==> config.mk <==
export PLATFORM = sky130hd
export DESIGN_NAME = seq_mult_param_flat
export DESIGN_NICKNAME = d
export VERILOG_FILES = /design/src/rtl/seq_mult_param_if.sv /design/src/rtl/seq_mult_param.sv /design/src/flat_wrapper.sv
export SDC_FILE = /design/constraint.sdc
export NUM_CORES = 1
export LEC_CHECK = 0
export CORE_MARGIN = 1.5
export CORE_UTILIZATION = 47
export CTS_CLUSTER_SIZE = 8
export DETAILED_ROUTE_END_ITERATION = 10
export PLACE_DENSITY = 0.76
export SYNTH_ARGS = -nofsm -noshare
export SYNTH_HDL_FRONTEND = slang
export SYNTH_SLANG_ARGS = --single-unit
==> constraint.sdc <==
create_clock -name clk -period 2.3 [get_ports clk]
set_clock_uncertainty 0.1 [all_clocks]
set_input_delay 0.345 -clock clk [delete_from_list [all_inputs] [get_ports clk]]
set_output_delay 0.345 -clock clk [all_outputs]
set_load 0.02 [all_outputs]
==> src/rtl/seq_mult_param_if.sv <==
// Handshake and operand/result bundle for the sequential shift-add multiplier.
// The master issues requests; the slave (the multiplier) reports status and the product.
interface seq_mult_param_if #(
    parameter int WIDTH = 6
);
    logic                 start;
    logic                 signed_mode;
    logic [WIDTH-1:0]     a;
    logic [WIDTH-1:0]     b;
    logic                 ready;
    logic                 busy;
    logic                 done;
    logic [2*WIDTH-1:0]   product;

    modport master (
        output start, signed_mode, a, b,
        input  ready, busy, done, product
    );

    modport slave (
        input  start, signed_mode, a, b,
        output ready, busy, done, product
    );
endinterface

==> src/rtl/seq_mult_param.sv <==
// Radix-2 shift-add multiplier: one partial product per cycle into a right-shifting
// accumulator, signed (last step subtracts) or unsigned, WIDTH cycles per product.
module seq_mult_param #(
    parameter int WIDTH          = 6,
    parameter bit SIGNED_SUPPORT = 1'b1
) (
    input  logic            clk,
    input  logic            rst,
    seq_mult_param_if.slave bus
);
    localparam int CW = (WIDTH > 2) ? $clog2(WIDTH) : 1;

    typedef enum logic [1:0] {
        IDLE = 2'd0,
        CALC = 2'd1,
        DONE = 2'd2
    } state_t;

    state_t               state_q, state_d;
    logic [CW-1:0]        count_q, count_d;
    logic [WIDTH-1:0]     mcand_q, mcand_d;
    logic                 mode_q, mode_d;
    logic [WIDTH:0]       acc_hi_q, acc_hi_d;
    logic [WIDTH-1:0]     acc_lo_q, acc_lo_d;
    logic [2*WIDTH-1:0]   product_q, product_d;

    logic [WIDTH:0]       addend;
    logic [WIDTH:0]       sum;
    logic [2*WIDTH:0]     shifted;
    logic                 last_step;

    // In signed mode the multiplier's MSB carries weight -2^(W-1), hence the final subtract.
    always_comb begin
        last_step = (count_q == CW'(WIDTH - 1));
        addend    = mode_q ? {mcand_q[WIDTH-1], mcand_q} : {1'b0, mcand_q};
        if (!acc_lo_q[0]) begin
            addend = '0;
        end
        sum     = (mode_q && last_step) ? (acc_hi_q - addend) : (acc_hi_q + addend);
        shifted = {(mode_q & sum[WIDTH]), sum, acc_lo_q[WIDTH-1:1]};
    end

    always_comb begin
        state_d   = state_q;
        count_d   = count_q;
        mcand_d   = mcand_q;
        mode_d    = mode_q;
        acc_hi_d  = acc_hi_q;
        acc_lo_d  = acc_lo_q;
        product_d = product_q;
        case (state_q)
            IDLE, DONE: begin
                if (bus.start) begin
                    state_d  = CALC;
                    mcand_d  = bus.a;
                    mode_d   = bus.signed_mode & SIGNED_SUPPORT;
                    acc_hi_d = '0;
                    acc_lo_d = bus.b;
                    count_d  = '0;
                end else begin
                    state_d = IDLE;
                end
            end
            CALC: begin
                acc_hi_d = shifted[2*WIDTH:WIDTH];
                acc_lo_d = shifted[WIDTH-1:0];
                if (last_step) begin
                    state_d   = DONE;
                    product_d = shifted[2*WIDTH-1:0];
                    count_d   = '0;
                end else begin
                    count_d = count_q + CW'(1);
                end
            end
            default: begin
                state_d = IDLE;
            end
        endcase
    end

    always_ff @(posedge clk or posedge rst) begin
        if (rst) begin
            state_q   <= IDLE;
            count_q   <= '0;
            mcand_q   <= '0;
            mode_q    <= 1'b0;
            acc_hi_q  <= '0;
            acc_lo_q  <= '0;
            product_q <= '0;
        end else begin
            state_q   <= state_d;
            count_q   <= count_d;
            mcand_q   <= mcand_d;
            mode_q    <= mode_d;
            acc_hi_q  <= acc_hi_d;
            acc_lo_q  <= acc_lo_d;
            product_q <= product_d;
        end
    end

    assign bus.ready   = (state_q != CALC);
    assign bus.busy    = (state_q == CALC);
    assign bus.done    = (state_q == DONE);
    assign bus.product = product_q;
endmodule

==> src/flat_wrapper.sv <==
// flat-port wrapper written by rule: the top's interface ports become plain ports
module seq_mult_param_flat 
#(
    parameter int WIDTH          = 6,
    parameter bit SIGNED_SUPPORT = 1'b1
)
  (clk, rst, bus_start, bus_signed_mode, bus_a, bus_b, bus_ready, bus_busy, bus_done, bus_product);
  seq_mult_param_if #(.WIDTH(WIDTH)) bus_i ();
  input  logic clk;
  input  logic rst;
  input wire logic [$bits(bus_i.start)-1:0] bus_start;
  input wire logic [$bits(bus_i.signed_mode)-1:0] bus_signed_mode;
  input wire logic [$bits(bus_i.a)-1:0] bus_a;
  input wire logic [$bits(bus_i.b)-1:0] bus_b;
  output wire logic [$bits(bus_i.ready)-1:0] bus_ready;
  output wire logic [$bits(bus_i.busy)-1:0] bus_busy;
  output wire logic [$bits(bus_i.done)-1:0] bus_done;
  output wire logic [$bits(bus_i.product)-1:0] bus_product;
  assign bus_i.start = bus_start;
  assign bus_i.signed_mode = bus_signed_mode;
  assign bus_i.a = bus_a;
  assign bus_i.b = bus_b;
  assign bus_ready = bus_i.ready;
  assign bus_busy = bus_i.busy;
  assign bus_done = bus_i.done;
  assign bus_product = bus_i.product;
  seq_mult_param #(.WIDTH(WIDTH), .SIGNED_SUPPORT(SIGNED_SUPPORT)) u_core (.clk(clk), .rst(rst), .bus(bus_i));
endmodule
* Word level (Yosys, flattened, before mapping)
Cells that the tools add are included.
** Storage, ports and cells
- Register bits after elaboration :: 37
- Input bits :: 16
- Output and inout port bits :: 15
- Word-level logic and storage cells :: 37
** Operators by class
- Add/subtract/negate cells :: 3
- Equality and inequality tests :: 6
- Multiplexer cells :: 13
- Bitwise operators :: 1
- Reductions and logical operators :: 7
** Operator list (number)
- $mux 7 :: 4
- $pmux 7 s2 :: 1
- $pmux 6 s2 :: 1
- $add 7x7->7 :: 1
- $sub 7x7->7 :: 1
- $mux 3 :: 2
- $mux 6 :: 1
- $pmux 3 s2 :: 1
- $reduce_and 2->1 :: 3
- $ne 2x1->1 const B :: 2
- $pmux 2 s2 :: 1
- $add 3x1->3 const B :: 1
- $eq 3x3->1 const B :: 1
- $eq 2x1->1 const B :: 1
- $eq 2x2->1 const B :: 1
- $logic_not 2->1 :: 1
- $mux 2 :: 1
- $ne 2x2->1 const B :: 1
- $reduce_bool 2->1 :: 1
- $reduce_or 2->1 :: 1
- $and 1x1->1 :: 1
- $logic_and 1x1->1 :: 1
- $mux 1 :: 1

* Depth between registers and ports, before layout
Gate-level depths: netlist (run 1).
- Depth after elaboration :: 6
- Gate-level depth with buffers :: 11
- Depth with buffers taken out :: 11

* Least setup slack after synthesis (run 1)
Ideal clock, no wire load.
- Path kind :: register to register
- From :: register u_core.count_q[1]
- To :: register u_core.product_q[11], in the netlist u_core.bus.product[11]
- Library setup time :: 0.077 ns
- Arrival :: 2.337 ns
- Data required time :: 2.123 ns
- Slack :: -0.214 ns
- Stages on the path, launching flop included :: 12
- Buffers on the path :: 0
- Period minus slack after synthesis :: 2.514 ns
- Cells stage by stage :: dfrtp_1 and3b_1 nand2_1 nand2_1 xnor2_1 nand2_1 fa_1 a211oi_1 o21bai_1 a21oi_1 xnor3_2 o21ai_1
** On the way
- Longest elaborated chain between the ends :: 3
- Elaborated cells between the ends (all ways) :: 4
- Those cells by class :: 1 x eq/ne; 1 x mux; 2 x reduce/logical
** RTL lines
- start: declaration :: RTL line seq_mult_param.sv:20 : logic [CW-1:0] count_q, count_d;
- start signal: assignment :: RTL line seq_mult_param.sv:92 : count_q <= count_d;
- $eq 3x3->1 (*) :: RTL line seq_mult_param.sv:34 : last_step = (count_q == CW'(WIDTH - 1));
- $logic_and 1x1->1 :: RTL line seq_mult_param.sv:39 : sum = (mode_q && last_step) ? (acc_hi_q - addend) : (acc_hi_q + addend);
- $mux 7 :: RTL line seq_mult_param.sv:39
- end signal: assignment :: RTL line seq_mult_param.sv:97 : product_q <= product_d;
- end: declaration :: RTL line seq_mult_param.sv:25 : logic [2*WIDTH-1:0] product_q, product_d;
Every way passes the cells marked *; elsewhere a longest branch is shown, timed or not.
A chain may end at the register's enable or synchronous reset.

* Worst setup path in the final report (run 1)
- From :: register u_core.mcand_q[0]
- To :: register u_core.acc_hi_q[5]
** On the way
- Longest elaborated chain between the ends :: 5
- Elaborated cells between the ends (all ways) :: 6
- Those cells by class :: 2 x add/sub; 4 x mux
** RTL lines
- start: declaration :: RTL line seq_mult_param.sv:21 : logic [WIDTH-1:0] mcand_q, mcand_d;
- start signal: assignment :: RTL line seq_mult_param.sv:93 : mcand_q <= mcand_d;
- $mux 7 (*) :: RTL line seq_mult_param.sv:35 : addend = mode_q ? {mcand_q[WIDTH-1], mcand_q} : {1'b0, mcand_q};
- $mux 7 (*) :: RTL line seq_mult_param.sv:36 : if (!acc_lo_q[0]) begin
- $add 7x7->7 or $sub 7x7->7 (tied branches) :: RTL line seq_mult_param.sv:39
- $mux 7 (*) :: RTL line seq_mult_param.sv:39
- $pmux 7 s2 (*) :: RTL line seq_mult_param.sv:51 : case (state_q)
- end signal: assignment :: RTL line seq_mult_param.sv:95 : acc_hi_q <= acc_hi_d;
- end: declaration :: RTL line seq_mult_param.sv:23 : logic [WIDTH:0] acc_hi_q, acc_hi_d;
Marks and branches as above.

==> impl_results.md, run 1 <==
* DRC at 0
* Worst Path Buf+Inv at 2
* Antenna violations before repair at 0
* Detailed Place HPWL at approximately 3000 um
* Largest delay share family, worst path: compound AO/OA/AOI/OAI gates
* Nets at about 280
* Starting Density at 0.494
* GPL Wtd Cong at around 0.89
* Via Count at approximately 1600
* Commonest cells post-synth: 71 x nand2_1, 37 x dfrtp_1, 13 x nor2_1
* Initial detailed-routing violation count at between 40 and 50
* DRT Pass-1 Iters at 4
* Row count at 22
* Post-CTS Hold Fix Bufs at 0
* CTS tree: yes
* Grt ovf at 0
* Clock root buffer master: clkbuf_8
* LEAKAGE at around 1.2 nW
* I/O Pins at 31
* MaxCap Viol Count at 0
* Sw Pwr at between 1.5 and 2 mW
* Switching Fraction at 0.414
* Layout cell share with drive strength beyond 1 at 0.242
* Slowest CP cell: dfrtp_1
* Logic pwr share at 0.650
* CP Launch Type: register
* Clock network power share at 0.094
* Final Hold Viols at 0
* Pin count of the biggest net entering global routing at 38
* Pre-CTS setup slack at -0.115 ns
* Total GRT Usage at 0.223
* Count leader, synth: nand2_1
* Status: finished with violations
* Violated checks: setup timing
* Post-synth net total at between 200 and 250
* Hold WS at about 0.37 ns
* Core area at about 3700 sq um
* Clock tree buffer depth at 2
* Critical path class: reg -> reg
* Routed Antenna Nets at 0
* Area grow syn2layout at 41.0%
* Htree depth at 2
* Area leader, netlist: dfrtp_1
* Vias per cell at ~5.1
* Seq/Total Area, Yosys at 0.504
* CP Max Fanout at 4
* Tightest Pin Transition at approximately 0.46 ns
* YS warnings at 0
* Detailed Route WL at 4320 um
* Mapped Area at about 1800 sq um
* Area contributors post-synth: dfrtp_1 50%, nand2_1 15%, ha_1 4.1%
* Avg Cell Area, Syn at between 9 and 10 sq um
* Ys async rst share at 1.00
* Post-layout min period at roughly 2.5 ns
* CP arrival at around 2.6 ns
* Die width at 65.5 um
* Clk_lat worst skew at about 0.28 ns
* Port bufs at 30
* Worst min path class: in -> async
* Final Slew Violations at 0
* Final instance area at 2590 sq um
* Period utilisation layout at 1.10
* Pwr/cell area at about 1900 nW/um^2
* Pwr Total at ~4.8 mW
* Slew margin rel. at 0.691
* Clock slew at reported path FFs at around 0.070 ns
* Die height at roughly 65 um
* Worst path max stage delay at between 0.4 and 0.5 ns
* Worst Path Required at 2.41 ns
* Vias in the first global route at between 1500 and 2000
* Worst path cell trace: buf_4 > and2_1 > ha_1 > inv_1 > fa_2 > a211oi_2 > o21bai_1 > a21oi_1 > xnor3_2 > o21ai_2
* CTS buffer count at 5
* DR WL/cell at about 14 um
* Worst IR Drop VDD at roughly 0.0008 V
* Cell count after synthesis at 200
* RR Startpoint: u_core.mcand_q[0]
* Synth cell types at 38
* Ys flop type: dfrtp_1
* DP Area at roughly 2400 sq um
* Crit end category: register
* Int Power at ~2.8 mW
* Sequential Power Share at 0.256
* Yosys top cell area share at 0.504
* Clock sink total at 37
* Setup TNS at -0.797 ns
* Number of synthesized flops with an enable pin at 0
* F_max at ~400 MHz
* Diodes inserted at 0
* Finish-stage setup viols at 6
* Unrepaired setup endpoints after global routing: yes
* CP startpoint: u_core.mcand_q[0]
* Worst setup margin at -0.224 ns
* First-pass GRT wire length at 7270 um
* Die area at roughly 4300 sq um
* Number of synthesized register bits at 37
## worst register-to-register path, stage by stage, from the launching register on
cell      delay (ns)
dfrtp_1         0.41
buf_4           0.17
and2_1          0.14
ha_1            0.23
inv_1           0.08
fa_2            0.36
a211oi_2        0.24
o21bai_1        0.10
a21oi_1         0.17
xnor3_2         0.31
o21ai_2         0.14
## registers in the layout (all words and copies together) (netlist names)
| register | cells |
|---|---|
| u_core.state_q | 2 |
| u_core.bus.product | 12 |
| u_core.mode_q | 1 |
| u_core.mcand_q | 6 |
| u_core.acc_hi_q | 7 |
| u_core.acc_lo_q | 6 |
| u_core.count_q | 3 |
## final timing paths
path | endpoint | slack, ns | cells past startpoint
worst max-delay path | u_core.acc_hi_q[5] | -0.22 | 10
worst min-delay path | u_core.acc_hi_q[2] | 0.37 | 3
worst max register to register | u_core.acc_hi_q[5] | -0.22 | 10
worst min register to register | u_core.bus.product[4] | 0.38 | 2
max in group asynchronous | u_core.mcand_q[1] | 1.37 | 3
min in group clk | u_core.bus.product[4] | 0.38 | 2
## timing repair
| item | in CTS | in global routing |
|---|---|---|
| pin swaps | 8 | 14 |
| resized for setup | 7 | 10 |
| endpoints found under the setup margin | 9 | 9 |
| setup buffers | 2 | 2 |
## power by group through the flow
stage               Clock (mW)  Combinational, mW  Sequential [mW]
floorplan                    0               1.71             1.33
global placement             0               2.79             1.22
detailed placement           0               2.83             1.23
CTS                      0.467               2.98             1.23
global route             0.496               3.43             1.26
finish                   0.454               3.13             1.23
## through the flow
step	util	std cells
after floorplan	-	200
after global placement	0.649	297
after detailed placement	0.649	297
after CTS	0.682	306
after global routing	0.697	308
final	0.697	308
## layer usage
metal	up-vias	part of all wire	global-route usage
met5	-	0	0
met4	0	0.0019	0.0391
met3	2	0.034	0.0531
met2	32	0.49	0.364
met1	760	0.47	0.309
li1	780	-	-
## cells in the final DEF (no fill, tap or decap), drive strengths merged, types with 2 or more instances in the layout
cell type	count
dfrtp	37
mux2	2
o22ai	3
a21oi	3
xnor2	6
nor2b	3
nand2b	2
o221ai	2
clkbuf	7
ha	6
nor2	13
o211ai	2
clkdlybuf4s50	30
inv	7
o21ai	14
xor2	2
o31ai	2
nand2	71
a22o	3
buf	30
a31oi	2
## cell type report
cell class	count	area (sq um)
repair buffers	60	526
inverters	7	26.3
clock buffers	7	86.3
fillers	293	1130
flip-flops and latches	37	927
well taps	48	60.1
multi-input cells	149	963
## cells by family after synthesis
logic type | synth area share
xor gates and xnor gates | 0.0511
muxes | 0.0123
adders and majority gates | 0.0518
AOI/OAI and AO/OA | 0.136
DFF | 0.504
buffers and inverters | 0.0300
and+or+nand+nor | 0.215
Note: power is estimated with default switching activity, not from simulation.
==> inputs of run 2 (changes only) <==
CORE_ASPECT_RATIO = 0.7   (was not set)
==> run 2 against run 1 <==
Compared with the run above:
- the flow still finishes with violations (setup timing)
- sequential power hardly changed
- sequential share of layout area grew 0.46 points
- flip-flop and latch count is the same
- wire length down 3.3%
- highest routed layer unchanged
==> impl_results.md, run 2 (same netlist as run 1, synthesis figures left out) <==
* Area grow syn2layout at 39.1%
* Largest register FFs at 12 (unchanged)
* Die width at 77.7 um (+19%)
* DR WL/cell at 13.6 um (-3.0%)
* Clock network power share at 0.096 (+0.002)
* Antenna violations before repair at 0 (unchanged)
* R2r setup slk at -0.09 ns (+0.14 ns)
* Detailed Place HPWL at 3010 um (-0.32%)
* Post-CTS Hold Fix Bufs at 0 (unchanged)
* Die height at 55.3 um (-16%)
* Worst path max stage delay at 0.38 ns (-0.03 ns)
* Sw Pwr at 1.95 mW (-2.0%)
* Clock tree buffer depth at 2 (unchanged)
* F_max at 419 MHz (+5.7%)
* Port bufs at 30 (unchanged)
* DP Area at 2380 sq um (-1.1%)
* Pin count of the biggest net entering global routing at 38 (unchanged)
* Final instance area at 2550 sq um (-1.4%)
* Sequential Power Share at 0.256 (about the same)
* Dpl cells at 295 (-0.67%)
* Slew margin rel. at 0.690 (about the same)
* Diodes inserted at 0 (unchanged)
* Grt ovf at 0 (unchanged)
* Layout Cells excl Fill at 307 (-0.32%)
* Int Power at 2.77 mW (-1.9%)
* Layout cell share with drive strength beyond 1 at 0.218 (-0.0244)
* Setup TNS at -0.259 ns (+0.538 ns)
* Worst Path Required at 2.41 ns (about the same)
* CTS tree: yes
* Clk_lat worst skew at 0.29 ns (about the same)
* CP Max Fanout at 5 (+1)
* Critical path class: reg -> reg
* Row count at 18 (-18%)
* I/O Pins at 31 (unchanged)
* Status: finished with violations
* Pwr/cell area at 1850 nW/um^2 (-0.52%)
* Starting Density at 0.506 (+0.0123)
* LEAKAGE at 1.20 nW (-2.2%)
* Post-layout min period at 2.39 ns (-0.136 ns)
* Worst setup margin at -0.0884 ns (+0.136 ns)
* Final Hold Viols at 0 (unchanged)
* DRC at 0 (unchanged)
* GPL Wtd Cong at 0.821 (-7.4%)
* CP Launch Type: register
* Worst min path class: in -> async
* Vias in the first global route at 1573 (+1.0%)
* Via Count at 1557 (-1.1%)
* Detailed Route WL at 4170 um (-3.3%)
* CP arrival at 2.50 ns (-0.13 ns)
* DRT Pass-1 Iters at 4 (unchanged)
* Finish-stage setup viols at 4 (-2)
* Core area at 3630 sq um (-2.4%)
* Commonest cells after routing, fill and taps aside: 69 x nand2_1, 37 x dfrtp_1, 30 x clkdlybuf4s50_1
* MaxCap Viol Count at 0 (unchanged)
* CTS buffer count at 5 (unchanged)
* Worst IR Drop VDD at 0.000787 V (-4.3%)
* Final Slew Violations at 0 (unchanged)
* Die area at 4300 sq um (+0.15%)
* Vias per cell at 5.07 (-0.76%)
* Logic pwr share at 0.648 (-0.002)
* Clock slew at reported path FFs at 0.07 ns (about the same)
* Worst path cell trace: and3b_2 > nand2_4 > nand2_2 > xnor2_1 > nand2_1 > fa_2 > a211oi_2 > o21bai_1 > a21oi_1 > xnor3_2 > o21ai_1
* Initial detailed-routing violation count at 72 (+50%)
* Tightest Pin Transition at 0.465 ns (+0.00103 ns)
* Slowest CP cell: dfrtp_1
* Htree depth at 2 (unchanged)
* Crit end category: register
* Routed Antenna Nets at 0 (unchanged)
* Pwr Total at 4.72 mW (-1.9%)
* Total GRT Usage at 0.223 (-0.000629)
* Clock sink total at 37 (unchanged)
* Leading cell type in the layout, fill and taps excluded: nand2_1
* Switching Fraction at 0.413 (about the same)
* Clock root buffer master: clkbuf_8
* Period utilisation layout at 1.04 (-0.0591)
* Nets at 280 (-1.1%)
* Violated checks: setup timing
* Hold WS at 0.370 ns (-0.00378 ns)
* Unrepaired setup endpoints after global routing: yes
* First-pass GRT wire length at 7330 um (+0.85%)
-- run 2: changes by cell type in the layout (fill, tap and decap cells not counted), moves of 2 or more --
cell,change
buf_4,-3
nand2_1,+2
o21ai_1,+2
o21ai_2,-2
o221ai_1,-2
o221ai_2,+2
-- run 2: routing by layer --
metal,wire [um],vias up,GRT usage
met5,0,-,0
met4,31,0,0.0831
met3,212,4,0.0512
met2,1900,36,0.316
met1,2030,741,0.331
li1,-,776,-
-- run 2: what timing repair did --
item                       in CTS  in global routing
resized for setup               8                  3
pin swaps                       3                  7
setup endpoints to repair       8                  9
buffers inserted                2                  3
-- run 2: worst paths after layout --
kind	cells after the start	startpoint	endpoint
worst min register to register	2	u_core.bus.product[4]	u_core.bus.product[4]
worst max register to register	11	u_core.count_q[1]	u_core.acc_hi_q[6]
min in group clk	2	u_core.bus.product[4]	u_core.bus.product[4]
max in group asynchronous	3	rst	u_core.mcand_q[5]
worst min-delay path	3	rst	u_core.acc_hi_q[2]
worst max-delay path	11	u_core.count_q[1]	u_core.acc_hi_q[6]
-- run 2: final cells by class --
cell class | instances | area, sq um
Sequential cell | 37 | 926
Fill cell | 285 | 1070
Multi-Input combinational cell | 149 | 948
Inverter | 7 | 26.3
Timing Repair Buffer | 57 | 503
Tap cell | 50 | 62.6
Clock buffer | 7 | 86.3
-- run 2: per-stage QoR --
step,setup WS [ns],util
after floorplan,-0.0449,-
after global placement,-0.0680,0.657
after detailed placement,-0.143,0.657
after CTS,-0.100,0.693
after global routing,-0.271,0.704
final,-0.0884,0.704
-- run 2: power groups by stage --
stage / Clock [mW] / Combinational, mW / Sequential, mW
global route: 0.492 / 3.38 / 1.25
CTS: 0.468 / 2.90 / 1.21
floorplan: 0 / 1.71 / 1.33
global placement: 0 / 2.72 / 1.21
detailed placement: 0 / 2.79 / 1.22
finish: 0.454 / 3.06 / 1.21
-- run 2: critical path, delay by kind of cell (launching register included) --
kind / cells / cell delay [ns]
xor+xnor: 2 / 0.39
simple gates: 4 / 0.52
fa+ha+maj: 1 / 0.37
flops: 1 / 0.38
compound gates: 4 / 0.55
==> inputs of run 3 (changes only) <==
CORE_MARGIN = not set   (was 1.5)
==> run 3 against run 2 <==
Compared with the run above:
- the flow still finishes with violations (setup timing)
- final area up 1.2%
- critical path depth increased by 1
- wire length up 2.3%
- sequential share of layout area decreased by 0.42 points
- global-route usage is 0.36 points higher
- clock power shrank 2%
- worst hold slack got worse by 0.0036 ns
- setup slack worse by 0.053 ns
- largest cell class unchanged
- highest routed layer unchanged
==> impl_results.md, run 3 (same netlist as run 1, synthesis figures left out) <==
* Row count at 18 (unchanged)
* Total GRT Usage at 0.226 (+0.00359)
* Worst Path Buf+Inv at 1 (+1)
* Worst setup margin at -0.142 ns (-0.0535 ns)
* Slowest CP cell: dfrtp_1
* CP dominant cell by count: nand2_4
* GPL Wtd Cong at 0.834 (+1.6%)
* Final instance area at 2580 sq um (+1.2%)
* Grt ovf at 0 (unchanged)
* Tightest Pin Transition at 0.457 ns (-0.00792 ns)
* Post-CTS Hold Fix Bufs at 0 (unchanged)
* Worst min path class: in -> async
* Leading cell type in the layout, fill and taps excluded: nand2_1
* Violated checks: setup timing
* Die area at 4160 sq um (-3.1%)
* Dpl cells at 296 (+0.34%)
* DRC at 0 (unchanged)
* Pwr Total at 4.80 mW (+1.7%)
* Vias in the first global route at 1455 (-7.5%)
* Status: finished with violations
* First-pass GRT wire length at 6910 um (-5.8%)
* Commonest cells after routing, fill and taps aside: 66 x nand2_1, 37 x dfrtp_1, 30 x clkdlybuf4s50_1
* Nets at 281 (+0.36%)
* R2r setup slk at -0.14 ns (-0.05 ns)
* F_max at 410 MHz (-2.2%)
* CTS tree: yes
* DR WL/cell at 13.8 um (+1.6%)
* Pre-CTS setup slack at -0.186 ns (-0.0436 ns)
* Finish-stage setup viols at 9 (+5)
* Routed Antenna Nets at 0 (unchanged)
* Pwr/cell area at 1860 nW/um^2 (+0.53%)
* Port bufs at 30 (unchanged)
* CP Launch Type: register
* Clk_lat worst skew at 0.29 ns (about the same)
* Clock root buffer master: clkbuf_8
* Crit end category: register
* Antenna violations before repair at 0 (unchanged)
* Area grow syn2layout at 40.7%
* Worst path cell trace: and3b_2 > nand2_4 > nand2_4 > xnor2_2 > nand2_2 > buf_4 > ha_4 > nor2b_4 > o21ai_2 > nor3b_2 > nor2_2 > mux2_2
* Largest register FFs at 12 (unchanged)
* Worst Path Required at 2.38 ns (-0.03 ns)
* Clock slew at reported path FFs at 0.08 ns (about the same)
* Slew margin rel. at 0.695 (+0.00528)
* LEAKAGE at 1.20 nW (+0.41%)
* Htree depth at 2 (unchanged)
* RR Startpoint: u_core.count_q[0]
* Worst IR Drop VDD at 0.000982 V (+25%)
* R2R Path End: u_core.bus.product[8]
* Starting Density at 0.506 (unchanged)
* Final Hold Viols at 0 (unchanged)
* Period utilisation layout at 1.06 (+0.0233)
* CP Max Fanout at 4 (-1)
* Worst reg-to-reg path cell count at 12 (+1)
* Vias per cell at 5.16 (+1.8%)
* Largest delay share family, worst path: simple AND/OR/NAND/NOR gates
* Final Slew Violations at 0 (unchanged)
* Die width at 76.7 um (-1.3%)
* Clock tree buffer depth at 2 (unchanged)
* MaxCap Viol Count at 0 (unchanged)
* Pin count of the biggest net entering global routing at 38 (unchanged)
* I/O Pins at 31 (unchanged)
* CP arrival at 2.52 ns (+0.02 ns)
* Worst path max stage delay at 0.38 ns (about the same)
* Via Count at 1595 (+2.4%)
* CTS buffer count at 5 (unchanged)
* DRT Pass-1 Iters at 5 (+1)
* Layout cell share with drive strength beyond 1 at 0.239 (+0.0215)
* DP Area at 2390 sq um (+0.31%)
* Initial detailed-routing violation count at 79 (+9.7%)
* Core area at 3630 sq um (unchanged)
* Detailed Route WL at 4270 um (+2.3%)
* Post-layout min period at 2.44 ns (+0.0535 ns)
* Diodes inserted at 0 (unchanged)
* Detailed Place HPWL at 2940 um (-2.3%)
* Clock sink total at 37 (unchanged)
* Die height at 54.3 um (-1.8%)
* Unrepaired setup endpoints after global routing: yes
* Critical path class: reg -> reg
* Layout Cells excl Fill at 309 (+0.65%)
-- run 3: cell count changes in the layout (fill, tap and decap cells not counted), moves of 2 or more --
cell        before  now
o221ai_2         2    0
o221ai_1         0    2
clkinvlp_4       0    2
nand2_1         69   66
nand2_2          1    3
-- run 3: area by class of cell --
class	instances	area [sq um]
Clock buffer	6	72.6
Sequential cell	37	926
Tap cell	50	62.6
Clock inverter	2	15.0
Inverter	7	26.3
Multi-Input combinational cell	149	970
Fill cell	278	1040
Timing Repair Buffer	58	510
-- run 3: worst max path at each step --
stage	startpoint	endpoint	slack, ns	cells past startpoint
after global placement	u_core.count_q[1]	u_core.acc_hi_q[6]	-0.08	11
final	u_core.count_q[0]	u_core.bus.product[8]	-0.14	12
after floorplan	u_core.count_q[1]	u_core.bus.product[11]	-0.04	11
after global routing	u_core.count_q[0]	u_core.acc_hi_q[5]	-0.27	11
after CTS	u_core.count_q[1]	u_core.bus.product[11]	-0.12	11
after detailed placement	u_core.count_q[1]	u_core.bus.product[8]	-0.19	11
-- run 3: metal layers --
metal	vias to the layer above	wire, um	GRT usage
met5	-	0	0
met4	0	40	0.106
met3	5	172	0.0517
met2	37	1960	0.354
met1	769	2100	0.306
li1	784	-	-
-- run 3: power by group --
group / leakage [nW] / internal [mW] / switching, mW / total, mW
Clock: 0.0374 / 0.213 / 0.230 / 0.443
Combinational: 0.717 / 1.59 / 1.54 / 3.13
Sequential: 0.449 / 0.981 / 0.242 / 1.22
-- run 3: worst min-delay path, stage by stage --
cell and delay [ns]:
clkdlybuf4s50_1 0.40, inv_1 0.05, buf_4 0.40
-- run 3: timing repair --
action,in CTS,in global routing
setup buffers,2,3
endpoints found under the setup margin,8,11
pin swaps,6,13
gates resized for setup,6,11
-- run 3: per-stage QoR --
step / util / hold slack [ns] / setup TNS, ns
6_report: 0.712 / 0.367 / -0.756
5_1_grt: 0.712 / 0.396 / -1.89
4_1_cts: 0.693 / 0.377 / -0.470
3_5_place_dp: 0.659 / 0.362 / -0.875
3_3_place_gp: 0.659 / 0.361 / -0.323
2_1_floorplan: - / 0.350 / -0.123
